**src/rtl/matrix_stream_sequencer_if.sv**
```systemverilog
// Accelerator-side handshake bundle: ap control plus the operand (input_r)
// and result (output_r) AXI-Stream channels. The sequencer owns the master
// modport; the accelerator and result checker sit on the slave side.
interface matrix_stream_sequencer_if;
  logic        ap_start;
  logic        ap_idle;
  logic [31:0] input_r_TDATA_0;
  logic        input_r_TVALID_0;
  logic        input_r_TLAST_0;
  logic        input_r_TREADY_0;
  logic        output_r_TVALID_0;
  logic        output_r_TREADY_0;
  logic        output_r_TLAST_0;

  modport master (
    output ap_start, input_r_TDATA_0, input_r_TVALID_0, input_r_TLAST_0,
    input  ap_idle, input_r_TREADY_0,
    input  output_r_TVALID_0, output_r_TREADY_0, output_r_TLAST_0
  );

  modport slave (
    input  ap_start, input_r_TDATA_0, input_r_TVALID_0, input_r_TLAST_0,
    output ap_idle, input_r_TREADY_0,
    output output_r_TVALID_0, output_r_TREADY_0, output_r_TLAST_0
  );
endinterface

```
**src/rtl/matrix_stream_sequencer.sv**
```systemverilog
// Drives an accelerator through a sequence of runs: start handshake, stream
// N_IN_WORDS operand words, then monitor N_OUT_WORDS result beats. A watchdog
// and a result-length check park the block in ERROR with sticky flags.
module matrix_stream_sequencer #(
  parameter int          N_IN_WORDS  = 432,
  parameter int          N_OUT_WORDS = 216,
  parameter logic [31:0] DATA_BASE   = 32'd12,
  parameter int          TIMEOUT     = 20000
) (
  input  logic                      clk,
  input  logic                      reset,
  input  logic                      start,
  input  logic [7:0]                num_runs,
  matrix_stream_sequencer_if.master bus,
  output logic                      busy,
  output logic                      done,
  output logic [7:0]                run_count,
  output logic                      timeout_err,
  output logic                      len_err
);

  localparam int W_W  = $clog2(N_IN_WORDS + 1);
  localparam int K_W  = $clog2(N_OUT_WORDS + 1);
  localparam int WD_W = $clog2(TIMEOUT + 1);

  localparam logic [W_W-1:0]  W_LAST = W_W'(N_IN_WORDS - 1);
  localparam logic [K_W-1:0]  K_END  = K_W'(N_OUT_WORDS);
  localparam logic [WD_W-1:0] WD_MAX = WD_W'(TIMEOUT - 1);

  localparam logic [2:0] S_IDLE     = 3'd0;
  localparam logic [2:0] S_START    = 3'd1;
  localparam logic [2:0] S_FEED     = 3'd2;
  localparam logic [2:0] S_WAIT_OUT = 3'd3;
  localparam logic [2:0] S_RUN_DONE = 3'd4;
  localparam logic [2:0] S_FINISH   = 3'd5;
  localparam logic [2:0] S_ERROR    = 3'd6;

  logic [2:0]      state, nxt;
  logic [W_W-1:0]  w;
  logic [K_W-1:0]  k, k_next;
  logic [WD_W-1:0] wd;
  logic [7:0]      runs_lat, run_next;
  logic            in_beat, out_beat, wd_hit, accept, set_to, set_len;

  // All stream outputs decode from registered state/index, so TREADY never
  // reaches TVALID combinationally and TDATA/TLAST hold while stalled.
  assign bus.ap_start         = (state == S_START);
  assign bus.input_r_TVALID_0 = (state == S_FEED);
  assign bus.input_r_TLAST_0  = (state == S_FEED) && (w == W_LAST);
  assign bus.input_r_TDATA_0  = (state == S_FEED) ? DATA_BASE + 32'(w) : 32'd0;
  assign busy = (state != S_IDLE) && (state != S_ERROR);
  assign done = (state == S_FINISH);

  assign in_beat  = bus.input_r_TVALID_0 & bus.input_r_TREADY_0;
  // Result beats only count while waiting for them; elsewhere they are noise.
  assign out_beat = (state == S_WAIT_OUT) & bus.output_r_TVALID_0 & bus.output_r_TREADY_0;
  assign k_next   = k + 1'b1;
  assign run_next = run_count + 8'd1;
  assign wd_hit   = (wd == WD_MAX);
  assign accept   = start && ((state == S_IDLE) || (state == S_ERROR));

  // Next-state decode; progress wins over a watchdog hit in the same cycle.
  always_comb begin
    nxt     = state;
    set_to  = 1'b0;
    set_len = 1'b0;
    case (state)
      S_IDLE, S_ERROR: if (start) nxt = S_START;
      S_START: begin
        if (!bus.ap_idle)  nxt = S_FEED;
        else if (wd_hit) begin nxt = S_ERROR; set_to = 1'b1; end
      end
      S_FEED: begin
        if (in_beat) begin
          if (bus.input_r_TLAST_0) nxt = S_WAIT_OUT;
        end else if (wd_hit) begin
          nxt = S_ERROR; set_to = 1'b1;
        end
      end
      S_WAIT_OUT: begin
        if (out_beat) begin
          if (bus.output_r_TLAST_0 && (k_next == K_END)) nxt = S_RUN_DONE;
          else if (bus.output_r_TLAST_0 || (k_next == K_END)) begin
            nxt = S_ERROR; set_len = 1'b1;
          end
        end else if (wd_hit) begin
          nxt = S_ERROR; set_to = 1'b1;
        end
      end
      S_RUN_DONE: nxt = (run_next == runs_lat) ? S_FINISH : S_START;
      S_FINISH:   nxt = S_IDLE;
      default:    nxt = S_IDLE;
    endcase
  end

  // State, per-run counters, watchdog and sticky status registers.
  always_ff @(posedge clk or posedge reset) begin
    if (reset) begin
      state       <= S_IDLE;
      w           <= '0;
      k           <= '0;
      wd          <= '0;
      runs_lat    <= 8'd0;
      run_count   <= 8'd0;
      timeout_err <= 1'b0;
      len_err     <= 1'b0;
    end else begin
      state <= nxt;

      if (nxt != state || in_beat || out_beat) wd <= '0;
      else if (state == S_START || state == S_FEED || state == S_WAIT_OUT) wd <= wd + 1'b1;
      else wd <= '0;

      // Word index restarts on every entry to FEED, beat index per run.
      if (state != S_FEED) w <= '0;
      else if (in_beat)    w <= w + 1'b1;

      if (state != S_WAIT_OUT) k <= '0;
      else if (out_beat)       k <= k_next;

      if (accept) begin
        runs_lat    <= (num_runs == 8'd0) ? 8'd1 : num_runs;
        run_count   <= 8'd0;
        timeout_err <= 1'b0;
        len_err     <= 1'b0;
      end else begin
        if (state == S_RUN_DONE) run_count <= run_next;
        if (set_to)  timeout_err <= 1'b1;
        if (set_len) len_err     <= 1'b1;
      end
    end
  end

endmodule

```
**src/flat_wrapper.sv**
```systemverilog
// flat-port wrapper written by rule: the top's interface ports become plain ports
module matrix_stream_sequencer_flat 
#(
  parameter int          N_IN_WORDS  = 432,
  parameter int          N_OUT_WORDS = 216,
  parameter logic [31:0] DATA_BASE   = 32'd12,
  parameter int          TIMEOUT     = 20000
)
  (clk, reset, start, num_runs, busy, done, run_count, timeout_err, len_err, bus_ap_start, bus_input_r_TDATA_0, bus_input_r_TVALID_0, bus_input_r_TLAST_0, bus_ap_idle, bus_input_r_TREADY_0, bus_output_r_TVALID_0, bus_output_r_TREADY_0, bus_output_r_TLAST_0);
  matrix_stream_sequencer_if bus_i ();
  input  logic clk;
  input  logic reset;
  input  logic start;
  input  logic [7:0] num_runs;
  output logic busy;
  output logic done;
  output logic [7:0] run_count;
  output logic timeout_err;
  output logic len_err;
  output wire logic [$bits(bus_i.ap_start)-1:0] bus_ap_start;
  output wire logic [$bits(bus_i.input_r_TDATA_0)-1:0] bus_input_r_TDATA_0;
  output wire logic [$bits(bus_i.input_r_TVALID_0)-1:0] bus_input_r_TVALID_0;
  output wire logic [$bits(bus_i.input_r_TLAST_0)-1:0] bus_input_r_TLAST_0;
  input wire logic [$bits(bus_i.ap_idle)-1:0] bus_ap_idle;
  input wire logic [$bits(bus_i.input_r_TREADY_0)-1:0] bus_input_r_TREADY_0;
  input wire logic [$bits(bus_i.output_r_TVALID_0)-1:0] bus_output_r_TVALID_0;
  input wire logic [$bits(bus_i.output_r_TREADY_0)-1:0] bus_output_r_TREADY_0;
  input wire logic [$bits(bus_i.output_r_TLAST_0)-1:0] bus_output_r_TLAST_0;
  assign bus_ap_start = bus_i.ap_start;
  assign bus_input_r_TDATA_0 = bus_i.input_r_TDATA_0;
  assign bus_input_r_TVALID_0 = bus_i.input_r_TVALID_0;
  assign bus_input_r_TLAST_0 = bus_i.input_r_TLAST_0;
  assign bus_i.ap_idle = bus_ap_idle;
  assign bus_i.input_r_TREADY_0 = bus_input_r_TREADY_0;
  assign bus_i.output_r_TVALID_0 = bus_output_r_TVALID_0;
  assign bus_i.output_r_TREADY_0 = bus_output_r_TREADY_0;
  assign bus_i.output_r_TLAST_0 = bus_output_r_TLAST_0;
  matrix_stream_sequencer #(.N_IN_WORDS(N_IN_WORDS), .N_OUT_WORDS(N_OUT_WORDS), .DATA_BASE(DATA_BASE), .TIMEOUT(TIMEOUT)) u_core (.clk(clk), .reset(reset), .start(start), .num_runs(num_runs), .bus(bus_i), .busy(busy), .done(done), .run_count(run_count), .timeout_err(timeout_err), .len_err(len_err));
endmodule
```
**config.mk**
```make
export PLATFORM = sky130hd
export DESIGN_NAME = matrix_stream_sequencer_flat
export DESIGN_NICKNAME = d
export VERILOG_FILES = /design/src/rtl/matrix_stream_sequencer_if.sv /design/src/rtl/matrix_stream_sequencer.sv /design/src/flat_wrapper.sv
export SDC_FILE = /design/constraint.sdc
export NUM_CORES = 1
export LEC_CHECK = 0
export CAP_MARGIN = 5
export CORE_ASPECT_RATIO = 1.4
export CORE_UTILIZATION = 52
export DETAILED_ROUTE_END_ITERATION = 8
export PLACE_DENSITY = 0.88
export SYNTH_ARGS = -nofsm -noshare
export SYNTH_HDL_FRONTEND = slang
export SYNTH_SLANG_ARGS = --single-unit
```
**constraint.sdc**
```tcl
create_clock -name clk -period 2.97 [get_ports clk]
set_clock_uncertainty 0.05 [all_clocks]
set_input_delay 0.297 -clock clk [delete_from_list [all_inputs] [get_ports clk]]
set_output_delay 0.297 -clock clk [all_outputs]
set_load 0.03 [all_outputs]
```
# == After elaboration in Yosys (flattened, before gate mapping) ==
# Index checks and enable logic that the tools add are counted.
# op_classes
n_lt_le_gt_ge,0
n_div,0
eq_ne,14
n_mul,0
n_mux,33
n_reduce_logical,19
bitwise_logic,3
add_sub_neg,5
shifts,0
# op_table
operator,count
2-to-1 mux 8 bit,5
2-to-1 mux 32 bit,1
2-to-1 mux 15 bit,2
2-to-1 mux 3 bit,9
2-to-1 mux 9 bit,2
"adder 8 x 1 -> 8 bit, second input constant",2
"adder 15 x 1 -> 15 bit, second input constant",1
"equality test 15 bit, second input constant",1
case mux 3 bit (5 select lines),1
2-to-1 mux 1 bit,12
"adder 4 x 9 -> 10 bit, first input constant",1
nonzero test 2 bit,5
"adder 9 x 1 -> 9 bit, second input constant",1
"equality test 3 bit, second input constant",3
"equality test 9 bit, second input constant",1
equality test 8 bit,1
"equality test 8 bit, second input constant",1
zero test 8 bit,1
"equality test 3 x 2 -> 1 bit, second input constant",2
logical OR 1 bit,6
"inequality test 3 x 2 -> 1 bit, second input constant",2
logical AND 1 bit,4
bitwise AND 1 bit,3
"equality test 3 x 1 -> 1 bit, second input constant",1
6 further kinds,6
# word_totals
n_memories,0
latch_bits,0
ff_bits,53
in_bits,16
ram_bits,0
mem_bits_ro,0

# == Logic depth before layout (Yosys ltp) ==
# depth
depth_word,11
ltp_mapped,12
depth_no_buf,11

# == Least setup slack after synthesis ==
# Ideal clock, no wire load.
# synth_timing
path_kind,register -> register
startpoint,reg u_core.k[0]
endpoint,reg u_core.wd[7]
arrival_ns,2.365
required_ns,2.801
period_less_slack_ns,2.534
setup_ns,0.119
path_stages_with_launch,13
setup_slack_ns,0.436
path_cell_list,dfrtp_1 and3_1 and3_1 or3b_2 o21ai_0 and2_1 ha_1 nand4b_1 nor2_1 a31oi_1 a2111o_1 buf_6 nor2_2
# synth_via
elab_chain_cells,11
word_cells_on_any_way,12
cone_classes,1 x add/sub; 2 x eq/ne; 5 x mux; 4 x reduce/logical
# synth_lines
item,line_no,rtl
from (decl),matrix_stream_sequencer.sv:40,"logic [K_W-1:0] k, k_next;"
from (signal assigned),matrix_stream_sequencer.sv:119,else if (out_beat) k <= k_next;
adder 8 x 1 -> 8 bit (*),matrix_stream_sequencer.sv:57,assign k_next = k + 1'b1;
equality test 8 bit (*),"matrix_stream_sequencer.sv:82, matrix_stream_sequencer.sv:83",
logical OR 1 bit,matrix_stream_sequencer.sv:83,else if (bus.output_r_TLAST_0 || (k_next == K_END)) begin
2-to-1 mux 3 bit,matrix_stream_sequencer.sv:83,
2-to-1 mux 3 bit (*),matrix_stream_sequencer.sv:82,if (bus.output_r_TLAST_0 && (k_next == K_END)) nxt = S_RUN_DONE;
2-to-1 mux 3 bit (*),matrix_stream_sequencer.sv:81,if (out_beat) begin
case mux 3 bit (5 select lines) (*),matrix_stream_sequencer.sv:67,case (state)
inequality test 3 bit (*),matrix_stream_sequencer.sv:110,if (nxt != state || in_beat || out_beat) wd <= '0;
logical OR 1 bit (*) (2 in a row),matrix_stream_sequencer.sv:110,
2-to-1 mux 15 bit (*),matrix_stream_sequencer.sv:110,
to (signal assigned),matrix_stream_sequencer.sv:111,else if (state == S_START || state == S_FEED || state == S_WAIT_OUT) wd <= wd + 1'b1;
to (decl),matrix_stream_sequencer.sv:41,logic [WD_W-1:0] wd;
# Every way passes the cells marked *; elsewhere a longest branch is shown, timed or not.
# A chain may end at the register's enable or synchronous reset.

# == Worst setup path in the final report ==
# layout_timing
startpoint,reg u_core.k[0]
endpoint,reg u_core.wd[2]
# The elaborated chain is that of the path after synthesis.

==> metrics.log <==
INFO  metric total_via_count_in_the_routed_design = 2,650
INFO  metric drtAntennaViolNets = 0
INFO  metric synth-async-reset-ratio = 100%
INFO  metric critPathSlowestCell = dfrtp_1
INFO  metric power_report.internal_total = 1.45 mW
INFO  metric final_period_minus_worst_setup_slack = 2.78 ns
INFO  metric clkLatencyLatePin = 0.31 ns
INFO  metric grt_start_max_net_pins = 54
INFO  metric avgViaCountPerCell = 5.58
INFO  metric tightestPinTransition = 0.782 ns
INFO  metric hold_buffers_post_cts = 0
INFO  metric chipWidth = 69.3 um
INFO  metric pre_cts_ws = 0.256 ns
INFO  metric leakage = 1.59 nW
INFO  metric dieHeight = 96.2 um
INFO  metric ir_drop = 0.536 mV
INFO  metric mostFrequentLayoutCells = 53 x dfrtp_1, 46 x nor2_1, 40 x clkdlybuf4s50_1, 30 x nand2_1
INFO  metric number_of_global_route_vias_before_repair = 2,529
INFO  metric report.final.hold_viol_count = 0
INFO  metric yosys.cell_types.count = 48
INFO  metric power_per_cell_area = 637 nW/um^2
INFO  metric synth.ff_latch_count = 53
INFO  metric drt_first_iter_violations = 234
INFO  metric final.setup.worst_slack = 0.194 ns
INFO  metric clkSinkCount = 53
INFO  metric io_buffer_count = 40
INFO  metric outcome = finished, final reports clean
INFO  metric detail_route.wl_per_cell = 14.1 um
INFO  metric finalMaxSlewViolations = 0
INFO  metric pwr-share-comb = 42.8%
INFO  metric power.net_switching = 945 uW
INFO  metric required_time_worst_endpoint = 3.11 ns
INFO  metric timing.critical_path.cells = and3_1, and3_1, or3b_2, o21ai_0, and2_1, ha_1, nand4b_1, nor2_1, a31oi_1, a2111o_1, buf_4, nor2_1
INFO  metric core_area = 5990 um^2
INFO  metric multi_input_area = 1760 um^2
INFO  metric clkPwrFrac = 18.3%
INFO  metric path_class = reg2reg
INFO  metric sequential_cell_area = 1330 um^2
INFO  metric floorplan.rows = 33
INFO  metric r2r.worst_path.cells = 12
INFO  metric clk_pin_slew_worst_paths = 0.10 ns
INFO  metric synth-main-ff-cell = dfrtp_1
INFO  metric antenna-diode-count = 0
INFO  metric final_period_util = 93.5%
INFO  metric max_freq = 360 MHz
INFO  metric synth_enable_flop_cells = 0
INFO  metric relSlewSlack = 47.9%
INFO  metric synth_top_area_share = 40.2%
INFO  metric share_seq_of_total_power = 39.0%
INFO  metric number_of_antenna_violations_at_the_first_check_in_global_routing = 0
INFO  metric synth_cells = 369
INFO  metric cts_made_buffers = 5
INFO  metric tritoncts = done
INFO  metric design.portCount = 63
INFO  metric fin_worst_hold_slack = 0.443 ns
INFO  metric synth_largest_area_cell = dfrtp_1
INFO  metric setup.worst_path.start_class = register
INFO  metric unrepaired_setup_endpoints_after_global_routing = no
INFO  metric crit-reg2reg-launch = u_core.k[0]
INFO  metric syn-cell-area = 3300 um^2
INFO  metric cts-root-buf = clkbuf_8
INFO  metric synth_area_per_cell = 8.93 um^2
INFO  metric htree_levels = 2
INFO  metric die_area = 6660 um^2
INFO  metric finalSetupViolations = 0
INFO  metric global_route.usage.total = 21.4%
INFO  metric largest_cells_by_area_after_synthesis = dfrtp_1 40%, xor2_1 5.8%, buf_4 5.2%, nor2_1 5.2%, xnor2_1 4.0%
INFO  metric grt_first_pass_wirelength = 11,500 um
INFO  metric setup.worst_path.end_class = register
INFO  metric routed_wl = 6720 um
INFO  metric globalRouteOverflowTotal = 0
INFO  metric p_sw_share = 39.4%
INFO  metric timing.max_cap.violations = 0
INFO  metric layout.cells.most_common = dfrtp_1
INFO  metric dr.pass1.iters = 4
INFO  metric hpwl = 4890 um
INFO  metric final.setup.tns = 0 ns
INFO  metric start_util = 55.0%
INFO  metric yosysWarningCount = 0
INFO  metric timing.reg2reg.setup_slack = 0.19 ns
INFO  metric routabilityCongestion = 0.866
INFO  metric post_route_cells_drive_above_1_share = 8.64%
INFO  metric finalNetCount = 428
INFO  metric reg2reg_to = u_core.wd[2]
INFO  metric drt_drc_violations_left = 0
INFO  metric worst-path-max-fanout = 15
INFO  metric syn_to_final_growth = 14.2%
INFO  metric ys_seq_area_share = 40.2%
INFO  metric filler_cell_count = 509
INFO  metric cp_slowest_stage_delay = 0.43 ns
INFO  metric holdCritPathClass = in2async
INFO  metric clk_path_buf_depth = 2
INFO  metric critical_path_arrival = 2.92 ns
-- registers in the layout, indices dropped and copies added (netlist names) --
name / flops
u_core.wd: 15
u_core.len_err: 1
u_core.state: 3
u_core.runs_lat: 8
u_core.run_count: 8
u_core.k: 8
u_core.timeout_err: 1
u_core.w: 9
-- synthesized netlist by cell type (2+ instances only) --
library cell and n:
nand3_1 13, nor2_2 8, and3b_1 3, ha_1 8
a21o_1 2, or3_1 5, buf_6 2, and3_1 8
clkbuf_1 11, a211o_1 2, xor2_1 22, a21oi_1 13
nand2b_1 4, nand4b_1 3, o21ai_0 19, dfrtp_1 53
mux2_2 7, buf_2 3, o21bai_1 2, o31ai_1 3
nor2_1 46, buf_4 23, a31oi_1 5, mux2i_1 3
and2_1 6, inv_1 12, nand4_1 8, nor4_1 6
xnor2_1 15, nor3_1 6, nand2_1 30, a32o_1 2
-- critical path: cells and delay by family, from the launching register on --
kind,cells,cell delay [ns]
adders and majority gates,1,0.16
DFF,1,0.43
AOI/OAI and AO/OA,3,0.48
and+or+nand+nor,7,1.31
buffers and inverters,1,0.22
-- worst max-delay path by stage --
stage                          startpoint             endpoint  cells past startpoint
final                         u_core.k[0]         u_core.wd[2]                     12
after global routing          u_core.k[0]         u_core.wd[5]                     12
after CTS                 u_core.state[0]  bus_input_r_TLAST_0                      4
after detailed placement      u_core.k[0]         u_core.wd[3]                     12
after global placement        u_core.k[0]         u_core.wd[2]                     12
after floorplan               u_core.k[0]         u_core.wd[7]                     12
-- what timing repair did --
item | 4_1_cts | 5_1_grt
buffers inserted | 0 | 0
setup endpoints to repair | 0 | 1
resized for setup | 0 | 1
-- power groups by stage --
stage / registers (mW) / clock network, mW / logic (mW)
CTS: 0.934 / 0.450 / 1.03
detailed placement: 0.949 / 0 / 1.02
global route: 0.954 / 0.477 / 1.12
finish: 0.934 / 0.438 / 1.03
floorplan: 0.966 / 0 / 0.752
global placement: 0.941 / 0 / 0.989
-- per-stage QoR --
stage          instances  area (um^2)  power, mW  utilization (%)
3_3_place_gp         467         3660       1.93             61.1
2_1_floorplan        390         3370       1.72                -
6_report             475         3760       2.40             62.9
5_1_grt              475         3760       2.55             62.9
4_1_cts              475         3760       2.41             62.8
3_5_place_dp         467         3660       1.97             61.1
-- layer usage --
layer | track usage, % | share of wire [%] | vias to the layer above
met5 | 0 | 0 | -
met4 | 8.67 | 1.8 | 0
met3 | 3.46 | 4.3 | 12
met2 | 37.9 | 53 | 72
met1 | 26.2 | 41 | 1269
li1 | - | - | 1297
-- cell families after synthesis --
logic type / Yosys count / synth area share, %
and+or+nand+nor: 156 / 24.5
adders and majority gates: 8 / 3.04
AOI/OAI and AO/OA: 53 / 9.95
DFF: 53 / 40.2
other: 1 / 0.114
xor gates and xnor gates: 37 / 9.83
muxes: 10 / 3.30
buffers and inverters: 51 / 9.00
-- cell type report --
class,instances,share of cell area (%)
Tap cell,70,2.33
Clock buffer,7,2.56
Clock inverter,1,0.133
Sequential cell,53,35.2
Multi-Input combinational cell,286,46.7
Timing Repair Buffer,46,11.8
Inverter,12,1.20
(Power assumes the default switching activity.)
==> RTL change 1 (same settings) <==
`N_OUT_WORDS` is set to 216 in 2 places; all go to 108.
--- a/src/rtl/matrix_stream_sequencer.sv
+++ b/src/rtl/matrix_stream_sequencer.sv
@@ -3,7 +3,7 @@
 // and a result-length check park the block in ERROR with sticky flags.
 module matrix_stream_sequencer #(
   parameter int          N_IN_WORDS  = 432,
-  parameter int          N_OUT_WORDS = 216,
+  parameter int          N_OUT_WORDS = 108,
   parameter logic [31:0] DATA_BASE   = 32'd12,
   parameter int          TIMEOUT     = 20000
 ) (
--- a/src/flat_wrapper.sv
+++ b/src/flat_wrapper.sv
@@ -2,7 +2,7 @@
 module matrix_stream_sequencer_flat 
 #(
   parameter int          N_IN_WORDS  = 432,
-  parameter int          N_OUT_WORDS = 216,
+  parameter int          N_OUT_WORDS = 108,
   parameter logic [31:0] DATA_BASE   = 32'd12,
   parameter int          TIMEOUT     = 20000
 )
Check against the original RTL: no difference found for any inputs over 10 cycles, from zero or initial values and one cycle with reset high; that may be too few to reach the edited logic, so the function may still have changed.
==> RTL change 1 against the original RTL <==
  * Sequential share of layout area fell by 0.92 points
  * Global-route usage fell by 0.82 points
  * Synthesized area rose by 1.7%
  * Worst setup slack improved by 0.065 ns
  * Power rose by 5.5%
  * Routed wire length fell by 0.52%
  * Core utilization fell by 1.8 points
  * Synthesized cell count fell by 4.3%
  * Fmax rose by 2.4%
  * Sequential cell count fell by 1
  * Combinational power rose by 8%
  * Largest cell class unchanged
  * Design area rose by 0.73%
  * Critical path depth fell by 6
==> RTL change 1: results (changes against the original RTL) <==
Placement
  • Gp weighted congestion: 0.828 (-4.4%)
  • Dpl hpwl: 4890 um (about the same)
  • Pre-CTS setup slack: 0.402 ns (+0.146 ns)
  • IO buf count: 40 (unchanged)
  • Post-DP Area: 3690 sq um (+1.1%)

Clock tree
  • CTS Buffer Depth: 2 (unchanged)
  • Post-CTS Setup Inserts: 0 (unchanged)
  • Root buffer cell: clkbuf_8
  • Latest clock arrival within the worst-skew pair: 0.31 ns (about the same)
  • Htree depth: 2 (unchanged)
  • Hold buffer count at cts: 0 (unchanged)
  • Clock transition at path regs: approximately 0.09 ns
  • Cts bufs inserted: 5 (unchanged)
  • # resized after CTS: 0 (unchanged)

Logic synthesis
  • Synth unique cells: 57 (+19%)
  • Post-synth top cells: 52 x dfrtp_1, 36 x nor2_1, 23 x xnor2_1
  • Async S/R FF share, synth: 1.00 (unchanged)
  • Seq/Total Area, Yosys: 0.388 (-0.0142)
  • YS warnings: 0 (unchanged)
  • Synth area leaders: dfrtp_1 39%, xnor2_1 6.0%, xor2_1 5.5%, buf_4 4.9%, nor2_1 4.0%
  • Primary FF master, synth: dfrtp_1

GRT
  • Largest net degree at the start of global routing: 20 (-63%)
  • GRT Total Usage: 0.206 (-0.00816)
  • Initial antenna violation count: 0 (unchanged)
  • First-pass GRT wire length: 11,600 um (+0.97%)
  • Number of global-route vias before repair: 2,583 (+2.1%)

Detailed routing
  • Wire per inst: 14.6 um (+3.2%)
  • Vias: 2,661 (+0.42%)
  • Pre-antenna DRT Iters: 5 (+1)
  • Starting DRT DRC Count: 178 (-24%)

Critical path
  • Worst EP arrival: 2.36 ns (-0.56 ns)
  • R2r worst-path depth: 4 (-8)
  • CP max FO: 10 (-5)

Finish
  • Largest regs: u_core.wd: 15 flops, u_core.w: 9 flops
  • Fillcell total: 496 (-2.6%)
  • Share of cells above drive strength 1: 0.106 (+0.0198)
  • ANT cells: 0 (unchanged)
  • Final net count: 410 (-4.2%)
  • Largest register FFs: 15 (unchanged)

Power
  • Leakage power: 0.00152 uW (-4.4%)
  • Peak VDD IR: 0.518 mV (-3.4%)

STA
  • Worst relative slew slack: 0.561 (+0.0819)
  • Final count of pins violating max slew: 0 (unchanged)

Run status
  • Status: complete, no violations

Min path
  • Hold/Removal Path Class: input port to asynchronous set/reset pin
-- RTL change 1: path summary, 6_finish.rpt --
check                                 from                endpoint  slack, ns
setup / recovery           u_core.state[2]  bus_input_r_TDATA_0[9]       0.26
hold / removal                       reset           u_core.wd[13]       0.22
setup reg to reg              u_core.wd[5]            u_core.wd[2]       0.37
hold reg to reg             u_core.len_err          u_core.len_err       0.47
max in group asynchronous            reset             u_core.k[2]       2.05
min in group clk            u_core.len_err          u_core.len_err       0.47
-- RTL change 1: cell type report --
| type | instances | area share |
|---|---|---|
| multi-input cells | 270 | 0.479 |
| flip-flops and latches | 52 | 0.343 |
| inverters | 11 | 0.0109 |
| clock buffers | 7 | 0.0254 |
| well taps | 72 | 0.0238 |
| repair buffers | 46 | 0.117 |
-- RTL change 1: power breakdown --
part,total (uW),internal [uW],switching (uW)
Combinational,1110,458,652
Sequential,989,834,156
Clock,431,208,223
-- RTL change 1: cell families (layout without fill, tap and decap cells) --
kind of cell | count (synthesis) | in the layout | synth area share
AOI/OAI and AO/OA | 37 | 37 | 0.0877
xor gates and xnor gates | 44 | 44 | 0.115
adders and majority gates | 8 | 8 | 0.0299
buffers and inverters | 52 | 64 | 0.0933
DFF | 52 | 52 | 0.388
muxes | 9 | 9 | 0.0295
other | 1 | 22 | 0.00112
and+or+nand+nor | 150 | 150 | 0.255
-- RTL change 1: layer usage --
metal	part of all wire	global-route usage	wire length (um)	vias up
met5	0	0	0	-
met4	0.013	0.0646	84	0
met3	0.043	0.0313	288	11
met2	0.55	0.382	3710	84
met1	0.39	0.239	2600	1305
li1	-	-	-	1261
-- RTL change 1: through the flow --
step                      cells  hold slack [ns]  total power [uW]   util
after global routing        458            0.272              2670  0.610
after CTS                   458            0.232              2530  0.610
after floorplan             374            0.399              1820      -
final                       458            0.223              2530  0.610
after detailed placement    451            0.460              2100  0.595
after global placement      451            0.441              2060  0.595
-- RTL change 1: worst max-delay path, cell delays in order (launching register included) --
cell	delay, ns
dfrtp_1	0.49
inv_1	0.25
nand3_1	0.15
inv_1	0.13
nand2_1	0.09
a211oi_1	0.23
clkdlybuf4s50_1	0.71
==> RTL change 2 (config.mk and constraints unchanged) <==
Made on the original files. Register the output `run_count` once more; this adds one clock of latency there. The other outputs are not delayed to match.
--- a/src/rtl/matrix_stream_sequencer.sv
+++ b/src/rtl/matrix_stream_sequencer.sv
@@ -35,6 +35,8 @@
   localparam logic [2:0] S_FINISH   = 3'd5;
   localparam logic [2:0] S_ERROR    = 3'd6;
 
+  logic [7:0] run_count_s0;
+
   logic [2:0]      state, nxt;
   logic [W_W-1:0]  w;
   logic [K_W-1:0]  k, k_next;
@@ -55,7 +57,7 @@
   // Result beats only count while waiting for them; elsewhere they are noise.
   assign out_beat = (state == S_WAIT_OUT) & bus.output_r_TVALID_0 & bus.output_r_TREADY_0;
   assign k_next   = k + 1'b1;
-  assign run_next = run_count + 8'd1;
+  assign run_next = run_count_s0 + 8'd1;
   assign wd_hit   = (wd == WD_MAX);
   assign accept   = start && ((state == S_IDLE) || (state == S_ERROR));
 
@@ -101,7 +103,7 @@
       k           <= '0;
       wd          <= '0;
       runs_lat    <= 8'd0;
-      run_count   <= 8'd0;
+      run_count_s0 <= 8'd0;
       timeout_err <= 1'b0;
       len_err     <= 1'b0;
     end else begin
@@ -120,16 +122,20 @@
 
       if (accept) begin
         runs_lat    <= (num_runs == 8'd0) ? 8'd1 : num_runs;
-        run_count   <= 8'd0;
+        run_count_s0 <= 8'd0;
         timeout_err <= 1'b0;
         len_err     <= 1'b0;
       end else begin
-        if (state == S_RUN_DONE) run_count <= run_next;
+        if (state == S_RUN_DONE) run_count_s0 <= run_next;
         if (set_to)  timeout_err <= 1'b1;
         if (set_len) len_err     <= 1'b1;
       end
     end
   end
 
+  always_ff @(posedge clk) begin
+    run_count <= run_count_s0;
+  end
+
 endmodule
 
Check against the original RTL: no difference found for any inputs over 10 cycles, from zero or initial values and one cycle with reset high; that may be too few to reach the edited logic, so the function may still have changed.
==> RTL change 2 against the original RTL <==
  * The flow now finishes with violations (design-rule violations)
  * Fmax rose by 1.1%
  * Die area grew 3.7%
  * Via count increased by 3.4%
  * Design area increased by 6.4%
  * Sequential power increased by 11%
  * Worst setup slack improved by 0.029 ns
  * Power is 11% higher
  * Routed wire length grew 4.5%
  * Synthesized area up 3.8%
  * Clock power grew 69%
  * Critical path depth is 7 lower
  * Sequential cell count grew 8
==> RTL change 2: results (changes against the original RTL) <==
Detailed routing
  • Starting DRT DRC Count: 137 (-41%)
  • Vias/cell: 5.58 (about the same)
  • Post-route ant nets: 0 (unchanged)
  • Final WL: 7020 um (+4.5%)
  • DRC Markers: 6 (+6)
  • Pre-antenna DRT Iters: 6 (+2)

Finish
  • Final std cells w/o fill: 491 (+3.4%)
  • Largest regs: u_core.wd: 15 flops, u_core.w: 9 flops
  • Final net count: 438 (+2.3%)
  • ANT cells: 0 (unchanged)
  • Share of cells above drive strength 1: 0.0979 (+0.0114)

Run status
  • Status: finished with violations
  • Violated checks: design-rule violations

Placement
  • Gp weighted congestion: 0.872 (+0.74%)
  • Placed Instances: 475 (+1.7%)
  • Dpl hpwl: 5010 um (+2.6%)
  • IO buf count: 40 (unchanged)

Clock tree
  • Cts bufs inserted: 9 (+4)
  • Htree depth: 3 (+1)
  • Root buffer cell: clkbuf_8
  • Post-CTS Setup Inserts: 0 (unchanged)
  • CTS Buffer Depth: 2 (unchanged)
  • Clock transition at path regs: 0.07 ns (-0.03 ns)
  • # resized after CTS: 0 (unchanged)
  • Latest clock arrival within the worst-skew pair: 0.35 ns (+0.04 ns)

GRT
  • GRT Total Usage: 0.221 (+0.00676)
  • Number of global-route vias before repair: 2,675 (+5.8%)
  • Largest net degree at the start of global routing: 30 (-44%)
  • First-pass GRT wire length: 11,700 um (+2.3%)
  • Initial antenna violation count: 0 (unchanged)

STA
  • Worst relative slew slack: 0.592 (+0.114)
  • Setup TNS Final: 0 ns (unchanged)
  • Final setup violation count: 0 (unchanged)

Logic synthesis
  • Primary FF master, synth: dfrtp_1
  • Synth area leaders: dfrtp_1 39%, nor2_1 5.9%, xor2_1 5.6%, buf_4 5.3%, xnor2_1 4.9%
  • Synth unique cells: 54 (+13%)
  • Seq/Total Area, Yosys: 0.434 (+0.0319)
  • Async S/R FF share, synth: 0.869 (-0.131)
  • Syn Area/Cell: 9.27 sq um (+3.8%)
  • Post-synth top cells: 54 x nor2_1, 53 x dfrtp_1, 34 x nand2_1
  • YS warnings: 0 (unchanged)

Power
  • Leakage power: 0.00167 uW (+5.3%)
  • Peak VDD IR: 0.456 mV (-15%)

Critical path
  • Worst path slowest cell: clkdlybuf4s50_1
  • Max stage delay on crit path: 0.68 ns (+0.25 ns)
  • CP max FO: 7 (-8)

Min path
  • Hold/Removal Path Class: input port to asynchronous set/reset pin
-- RTL change 2: kinds of logic (layout without fill, tap and decap cells) --
| family | Yosys count | after routing | share of synthesized area |
|---|---|---|---|
| adders and majority gates | 8 | 8 | 0.0293 |
| other | 1 | 22 | 0.00110 |
| buffers and inverters | 41 | 70 | 0.0771 |
| xor gates and xnor gates | 41 | 41 | 0.105 |
| muxes | 8 | 8 | 0.0260 |
| DFF | 61 | 61 | 0.434 |
| and+or+nand+nor | 157 | 157 | 0.240 |
| AOI/OAI and AO/OA | 52 | 52 | 0.0874 |
-- RTL change 2: path summary, 6_finish.rpt --
path	start	to	slack (ns)	cells after the start
worst min register to register	u_core.run_count_s0[7]	u_core.run_count[7]	0.42	0
worst max register to register	u_core.k[0]	u_core.wd[12]	0.28	12
max in group asynchronous	reset	u_core.w[4]	1.95	3
min in group clk	u_core.run_count_s0[7]	u_core.run_count[7]	0.42	0
worst min-delay path	reset	u_core.wd[3]	0.30	2
worst max-delay path	u_core.w[4]	bus_input_r_TDATA_0[8]	0.22	5
-- RTL change 2: report_power, final --
part | internal [uW] | switching [uW] | total (uW)
logic | 371 | 518 | 889
registers | 939 | 98.3 | 1040
clock network | 406 | 332 | 739
total | 1720 | 948 | 2660
-- RTL change 2: final cells by class --
cell class                      instances  area, sq um
Clock buffer                           10          138
Clock inverter                          6         62.6
Fill cell                             497         2290
Inverter                                7         26.3
Multi-Input combinational cell        288         1750
Sequential cell                        61         1490
Tap cell                               72         90.1
Timing Repair Buffer                   47          453
-- RTL change 2: metrics by stage --
stage               hold WS, ns  setup WS [ns]  power [uW]  area (sq um)   util
global placement          0.378          0.443        1910          3810  0.605
global route              0.366         0.0133        2810          4010  0.636
CTS                       0.326          0.209        2680          4010  0.636
finish                    0.302          0.223        2660          4010  0.636
floorplan                 0.296          0.594        1690          3500      -
detailed placement        0.373          0.325        1940          3810  0.605
-- RTL change 2: per-layer routing --
| metal | vias up | routed length (um) | global-route usage |
|---|---|---|---|
| met2 | 90 | 3700 | 0.401 |
| met1 | 1324 | 2810 | 0.230 |
| li1 | 1308 | - | - |
| met3 | 19 | 322 | 0.0547 |
| met4 | 0 | 192 | 0.123 |
| met5 | - | 0 | 0 |
-- RTL change 2: worst max-delay path, delay by kind of cell, from the launching register on --
| family | cells | cell delay [ns] |
|---|---|---|
| flops | 1 | 0.53 |
| simple gates | 3 | 0.70 |
| buf+inv | 1 | 0.68 |
| compound gates | 1 | 0.15 |
